<file path="config.mk">
export PLATFORM = sky130hd
export DESIGN_NAME = sar_adc_scan_ctrl
export DESIGN_NICKNAME = d
export VERILOG_FILES = /design/src/rtl/sar_adc_scan_ctrl.sv
export SDC_FILE = /design/constraint.sdc
export NUM_CORES = 1
export LEC_CHECK = 0
export CORE_MARGIN = 4
export CORE_UTILIZATION = 35
export CTS_CLUSTER_SIZE = 14
export DETAILED_ROUTE_END_ITERATION = 6
export SYNTH_ARGS = -nofsm -noshare
export SYNTH_HDL_FRONTEND = slang
export SYNTH_SLANG_ARGS = --single-unit
</file>
<file path="constraint.sdc">
create_clock -name clk_i -period 2 [get_ports clk_i]
set_input_delay 0.2 -clock clk_i [delete_from_list [all_inputs] [get_ports clk_i]]
set_output_delay 0.2 -clock clk_i [all_outputs]
set_load 0.02 [all_outputs]
</file>
<file path="src/rtl/sar_adc_scan_ctrl.sv">
// Multi-channel SAR ADC scan sequencer: sample, binary search, valid/ready result per enabled channel.
// Optional macro SAR_ADC_AVG4_EN averages four conversions per channel before the result is offered.
module sar_adc_scan_ctrl #(
  parameter int  RESOLUTION    = 8,
  parameter int  NUM_CHANNELS  = 4,
  parameter int  SAMPLE_CYCLES = 2,
  localparam int CH_W          = (NUM_CHANNELS > 1) ? $clog2(NUM_CHANNELS) : 1
) (
  input  logic                    clk_i,
  input  logic                    rst_ni,
  input  logic                    start_i,
  input  logic [NUM_CHANNELS-1:0] ch_mask_i,
  input  logic                    comp_i,
  output logic                    sample_o,
  output logic [CH_W-1:0]         ch_sel_o,
  output logic [RESOLUTION-1:0]   dac_o,
  output logic                    busy_o,
  output logic [RESOLUTION-1:0]   result_o,
  output logic [CH_W-1:0]         result_ch_o,
  output logic                    valid_o,
  input  logic                    ready_i,
  output logic                    done_o
);

  localparam int CNT_W = (SAMPLE_CYCLES > 1) ? $clog2(SAMPLE_CYCLES) : 1;
  localparam int BIT_W = $clog2(RESOLUTION);

  typedef enum logic [1:0] {IDLE, SAMPLE, CONVERT, OUTPUT} state_e;

  state_e                  state_q, state_d;
  logic [NUM_CHANNELS-1:0] mask_q, mask_d;
  logic [CNT_W-1:0]        cnt_q, cnt_d;
  logic [BIT_W-1:0]        bit_q, bit_d;
  logic [CH_W-1:0]         ch_q, ch_d;
  logic [RESOLUTION-1:0]   dac_q, dac_d;
  logic [RESOLUTION-1:0]   res_q, res_d;
  logic [CH_W-1:0]         res_ch_q, res_ch_d;
  logic                    valid_q, valid_d;
  logic                    done_q, done_d;
  logic [RESOLUTION-1:0]   code;
  logic [CH_W:0]           nxt;
`ifdef SAR_ADC_AVG4_EN
  logic [RESOLUTION+1:0]   acc_q, acc_d, sum;
  logic [1:0]              conv_q, conv_d;
`endif

  // Lowest set mask bit strictly above 'above'; MSB of the return flags that one exists.
  function automatic logic [CH_W:0] next_ch(input logic [NUM_CHANNELS-1:0] m, input int above);
    logic [CH_W:0] r;
    r = '0;
    for (int i = NUM_CHANNELS - 1; i >= 0; i--) begin
      if (m[i] && (i > above)) r = {1'b1, CH_W'(i)};
    end
    return r;
  endfunction

  always_comb begin
    state_d  = state_q;
    mask_d   = mask_q;
    cnt_d    = cnt_q;
    bit_d    = bit_q;
    ch_d     = ch_q;
    dac_d    = dac_q;
    res_d    = res_q;
    res_ch_d = res_ch_q;
    valid_d  = valid_q;
    done_d   = 1'b0;
    code     = dac_q;
    nxt      = '0;
`ifdef SAR_ADC_AVG4_EN
    acc_d    = acc_q;
    conv_d   = conv_q;
    sum      = '0;
`endif
    case (state_q)
      IDLE: begin
        nxt = next_ch(ch_mask_i, -1);
        if (start_i && nxt[CH_W]) begin
          mask_d  = ch_mask_i;
          ch_d    = nxt[CH_W-1:0];
          cnt_d   = '0;
          dac_d   = '0;
          state_d = SAMPLE;
`ifdef SAR_ADC_AVG4_EN
          acc_d   = '0;
          conv_d  = '0;
`endif
        end
      end
      SAMPLE: begin
        if (cnt_q == CNT_W'(SAMPLE_CYCLES - 1)) begin
          dac_d   = {1'b1, {(RESOLUTION-1){1'b0}}};
          bit_d   = BIT_W'(RESOLUTION - 1);
          state_d = CONVERT;
        end else begin
          cnt_d = cnt_q + 1'b1;
        end
      end
      CONVERT: begin
        // Keep the trial bit only if the DAC level did not exceed the input.
        if (comp_i) code[bit_q] = 1'b0;
        if (bit_q != '0) begin
          code[bit_q - 1'b1] = 1'b1;
          bit_d = bit_q - 1'b1;
          dac_d = code;
        end else begin
`ifdef SAR_ADC_AVG4_EN
          sum = acc_q + {2'b00, code};
          if (conv_q == 2'd3) begin
            res_d    = sum[RESOLUTION+1:2];
            res_ch_d = ch_q;
            valid_d  = 1'b1;
            dac_d    = code;
            state_d  = OUTPUT;
          end else begin
            acc_d   = sum;
            conv_d  = conv_q + 1'b1;
            cnt_d   = '0;
            dac_d   = '0;
            state_d = SAMPLE;
          end
`else
          res_d    = code;
          res_ch_d = ch_q;
          valid_d  = 1'b1;
          dac_d    = code;
          state_d  = OUTPUT;
`endif
        end
      end
      OUTPUT: begin
        if (ready_i) begin
          valid_d = 1'b0;
          nxt     = next_ch(mask_q, int'(ch_q));
          dac_d   = '0;
          if (nxt[CH_W]) begin
            ch_d    = nxt[CH_W-1:0];
            cnt_d   = '0;
            state_d = SAMPLE;
`ifdef SAR_ADC_AVG4_EN
            acc_d   = '0;
            conv_d  = '0;
`endif
          end else begin
            done_d  = 1'b1;
            state_d = IDLE;
          end
        end
      end
      default: state_d = IDLE;
    endcase
  end

  always_ff @(posedge clk_i or negedge rst_ni) begin
    if (!rst_ni) state_q <= IDLE;
    else         state_q <= state_d;
  end

  always_ff @(posedge clk_i or negedge rst_ni) begin
    if (!rst_ni) begin
      mask_q   <= '0;
      cnt_q    <= '0;
      bit_q    <= '0;
      ch_q     <= '0;
      dac_q    <= '0;
      res_q    <= '0;
      res_ch_q <= '0;
      valid_q  <= 1'b0;
      done_q   <= 1'b0;
`ifdef SAR_ADC_AVG4_EN
      acc_q    <= '0;
      conv_q   <= '0;
`endif
    end else begin
      mask_q   <= mask_d;
      cnt_q    <= cnt_d;
      bit_q    <= bit_d;
      ch_q     <= ch_d;
      dac_q    <= dac_d;
      res_q    <= res_d;
      res_ch_q <= res_ch_d;
      valid_q  <= valid_d;
      done_q   <= done_d;
`ifdef SAR_ADC_AVG4_EN
      acc_q    <= acc_d;
      conv_q   <= conv_d;
`endif
    end
  end

  assign sample_o    = (state_q == SAMPLE);
  assign busy_o      = (state_q != IDLE);
  assign ch_sel_o    = ch_q;
  assign dac_o       = dac_q;
  assign result_o    = res_q;
  assign result_ch_o = res_ch_q;
  assign valid_o     = valid_q;
  assign done_o      = done_q;

endmodule
</file>
==> results of run 1 <==
state kept, by name, indices dropped and copies added (netlist names):
register     cells
dac_o            8
result_o         8
bit_q            3
mask_q           3
ch_sel_o         2
result_ch_o      2
state_q          2
cnt_q            1
done_o           1
valid_o          1
final timing paths:
kind | cells past startpoint | end
max | 6 | dac_o[3]
max in group asynchronous | 2 | mask_q[3]
max reg2reg | 6 | dac_o[3]
min reg2reg | 2 | result_ch_o[0]
min in group clk_i | 2 | result_ch_o[0]
min | 2 | bit_q[0]
stage by stage:
| stage | power (µW) | worst slack, ns | utilization | hold WS [ns] |
|---|---|---|---|---|
| after floorplan | 2000 | 0.121 | - | -0.0956 |
| after global placement | 2500 | 0.0956 | 0.457 | 0.461 |
| after detailed placement | 2510 | 0.0214 | 0.457 | 0.470 |
| after CTS | 3020 | 0.0406 | 0.475 | 0.321 |
| after global routing | 3250 | 0.0141 | 0.477 | 0.349 |
| final | 2990 | 0.115 | 0.477 | 0.308 |
critical path, stage by stage, from the launching register on:
cell     delay, ns
dfrtp_1       0.37
inv_1         0.10
ha_1          0.21
and2b_2       0.22
a211o_1       0.29
or3_1         0.39
o31ai_2       0.22
kinds of logic after synthesis:
logic type,share of synthesized area
DFF,0.444
muxes,0.0559
and+or+nand+nor,0.170
AOI/OAI and AO/OA,0.226
adders and majority gates,0.0501
buffers and inverters,0.0544
per-layer routing:
metal / global-route usage / vias up
li1: - / 750
met1: 0.208 / 662
met2: 0.199 / 28
met3: 0.0264 / 4
met4: 0.0490 / 0
met5: 0 / -
final cells by class:
| class | instances | area share |
|---|---|---|
| Clock inverter | 1 | 0.00219 |
| Inverter | 11 | 0.0181 |
| Multi-Input combinational cell | 137 | 0.386 |
| Clock buffer | 6 | 0.0361 |
| Timing Repair Buffer | 44 | 0.182 |
| Sequential cell | 31 | 0.340 |
| Tap cell | 67 | 0.0367 |
synthesized netlist by cell type:
master      n  share of area
a41oi_1     3          0.015
dfrtp_1    31           0.44
nor3_1      2         0.0057
nand3b_1    1         0.0043
a32oi_1     1         0.0050
a21oi_1    10          0.029
nor2b_4     1         0.0079
nor2b_1     1         0.0036
a221o_1     1         0.0057
a22o_1      5          0.025
a31oi_1     2         0.0072
a211o_1     1         0.0050
mux2_2      5          0.032
o21ai_0    17          0.049
o21ai_1     8          0.023
a311oi_1    1         0.0050
nor4_1      1         0.0036
clkbuf_1    4         0.0086
nand2_1    24          0.052
nand2b_1    9          0.032
a21o_1      1         0.0043
buf_6       3          0.019
o21a_1      1         0.0043
o2bb2ai_1   1         0.0050
or3_1       1         0.0036
ha_1        7          0.050
nor2_1     12          0.026
mux2_1      1         0.0064
mux2i_1     3          0.017
inv_1      11          0.024
o41ai_2     1         0.0093
nand3_1     4          0.011
buf_2       1         0.0029
o22ai_1     1         0.0036
and2b_2     3          0.015
a31o_2      1         0.0050
a211oi_1    1         0.0043
nand4b_1    1         0.0050
o31ai_1     5          0.021
power groups by stage:
stage | Sequential, µW | Combinational (µW) | Clock, µW
after CTS | 925 | 1580 | 517
final | 923 | 1570 | 494
after floorplan | 1010 | 992 | 0
after detailed placement | 936 | 1570 | 0
after global placement | 934 | 1570 | 0
after global routing | 956 | 1740 | 546
==> impl_metrics.toml, run 1 <==
[cts]
cts_resized = 0
htreeDepth = 2
numClockSinks = 31
cts_post_setup_buffers_inserted = 0
cts-root-buf = "clkbuf_8"
numCtsBuffers = 5
clk_latency_ns = 0.28
clock_path_buffers = 2
clkTransAtPathRegs_ns = 0.07
hold_buffers = 0
cts_tree = "done"

[min_path]
min-delay-path-class = "in2async"

[place]
hpwlAfterDp_mm = 2.98
place_inst = 290
io_buffers = 32
place_congestion = 0.782
dpl_cell_area_mm2 = 0.00219

[worst_setup_path]
required_ns = 2.18
startpoint = "state_q[1]"
worstReg2RegStart = "state_q[1]"
cp.arrival_ns = 2.07
cp_max_fo = 5
startpoint_type = "flip-flop"
path_class = "reg2reg"
reg2reg_slack_ns = 0.12
endpoint_kind = "flip-flop"

[power]
power.density_mw_per_mm2 = 1310
power_frac_seq = 0.309
power.leakage_uw = 0.00105
ir_drop_uv = 733
combPwrFrac = 0.526
sw_frac_of_total = 0.416
p_switching_uw = 1240
p_int_uw = 1750
p_clk_frac = 0.165

[logic_synthesis]
seq_area_frac_synth = 0.444
yosys_warnings = 0
syn_inst = 187
ys_ff_latch = 31
synth_area_per_cell_um2 = 9.34
synth_cell_types = 39
synth_fp_nets = 203
syn_area_mm2 = 0.00175

[finish]
diodes = 0
multi_input_area_um2 = 881
fill_cells = 470
layout.nets = 246
stdcell_count = 297
layout-drive-gt1-share = 0.135
final_common_cell = "dfrtp_1"
fin_area_mm2 = 0.00228
area_growth_pct = 30.8
final_cell_mix = "dfrtp_1, clkdlybuf4s50_1, nand2_1"
area.sequential_um2 = 776

[global_routing]
grt_pass1_wl_mm = 6.93
overflow = 0
grt_use_total = 0.139
grt_max_degree = 32
grt_antenna_before_repair = 0
grt_pass1_vias = 1422

[routing]
dr.max_layer_used = "met4"
wl_per_cell_um = 13.4
wl_met2_mm = 1.75
final_antenna_net_count = 0
viasPerCell = 4.86
vias = 1444
dr_wl_met3_um = 155
routed_wl_mm = 3.97
drtIter0Drc = 99
dr.pass1.iters = 4
drc_errors = 0
wl_met1_mm = 2.02

[floorplanning]
die_h_um = 78.6
die_x_um = 78.6
core_mm2 = 0.00479
dieArea_mm2 = 0.00619
rows = 25
ioPinCount = 33
initial_core_util = 0.365

[timing]
max_slew.worst_pin.slew_ns = 0.455
setup_viol = 0
setup_tns_ns = 0
layout_min_cycle_time_ns = 1.88
fin_skew_ns = 0.0100
maxSlewViolCount = 0
hold_viol_final = 0
max_freq_ghz = 0.531
rsz0062_at_grt = "no"
relSlewSlack = 0.696
post-route-period-util = 0.942

[flow_run]
cap_violations = 0

[status]
outcome = "completed"
(Power assumes the default switching activity.)
==> inputs of run 2 (changes only) <==
Settings changed: CTS_CLUSTER_SIZE 14 to 28.
==> results of run 2 <==
No change in the layout: final DEF, timing and power equal those of run 1.
==> inputs of run 3 (changes only) <==
Settings changed: HOLD_SLACK_MARGIN from default to 0.15.
==> results of run 3 <==
No change in the layout: final DEF, timing and power equal those of run 1.
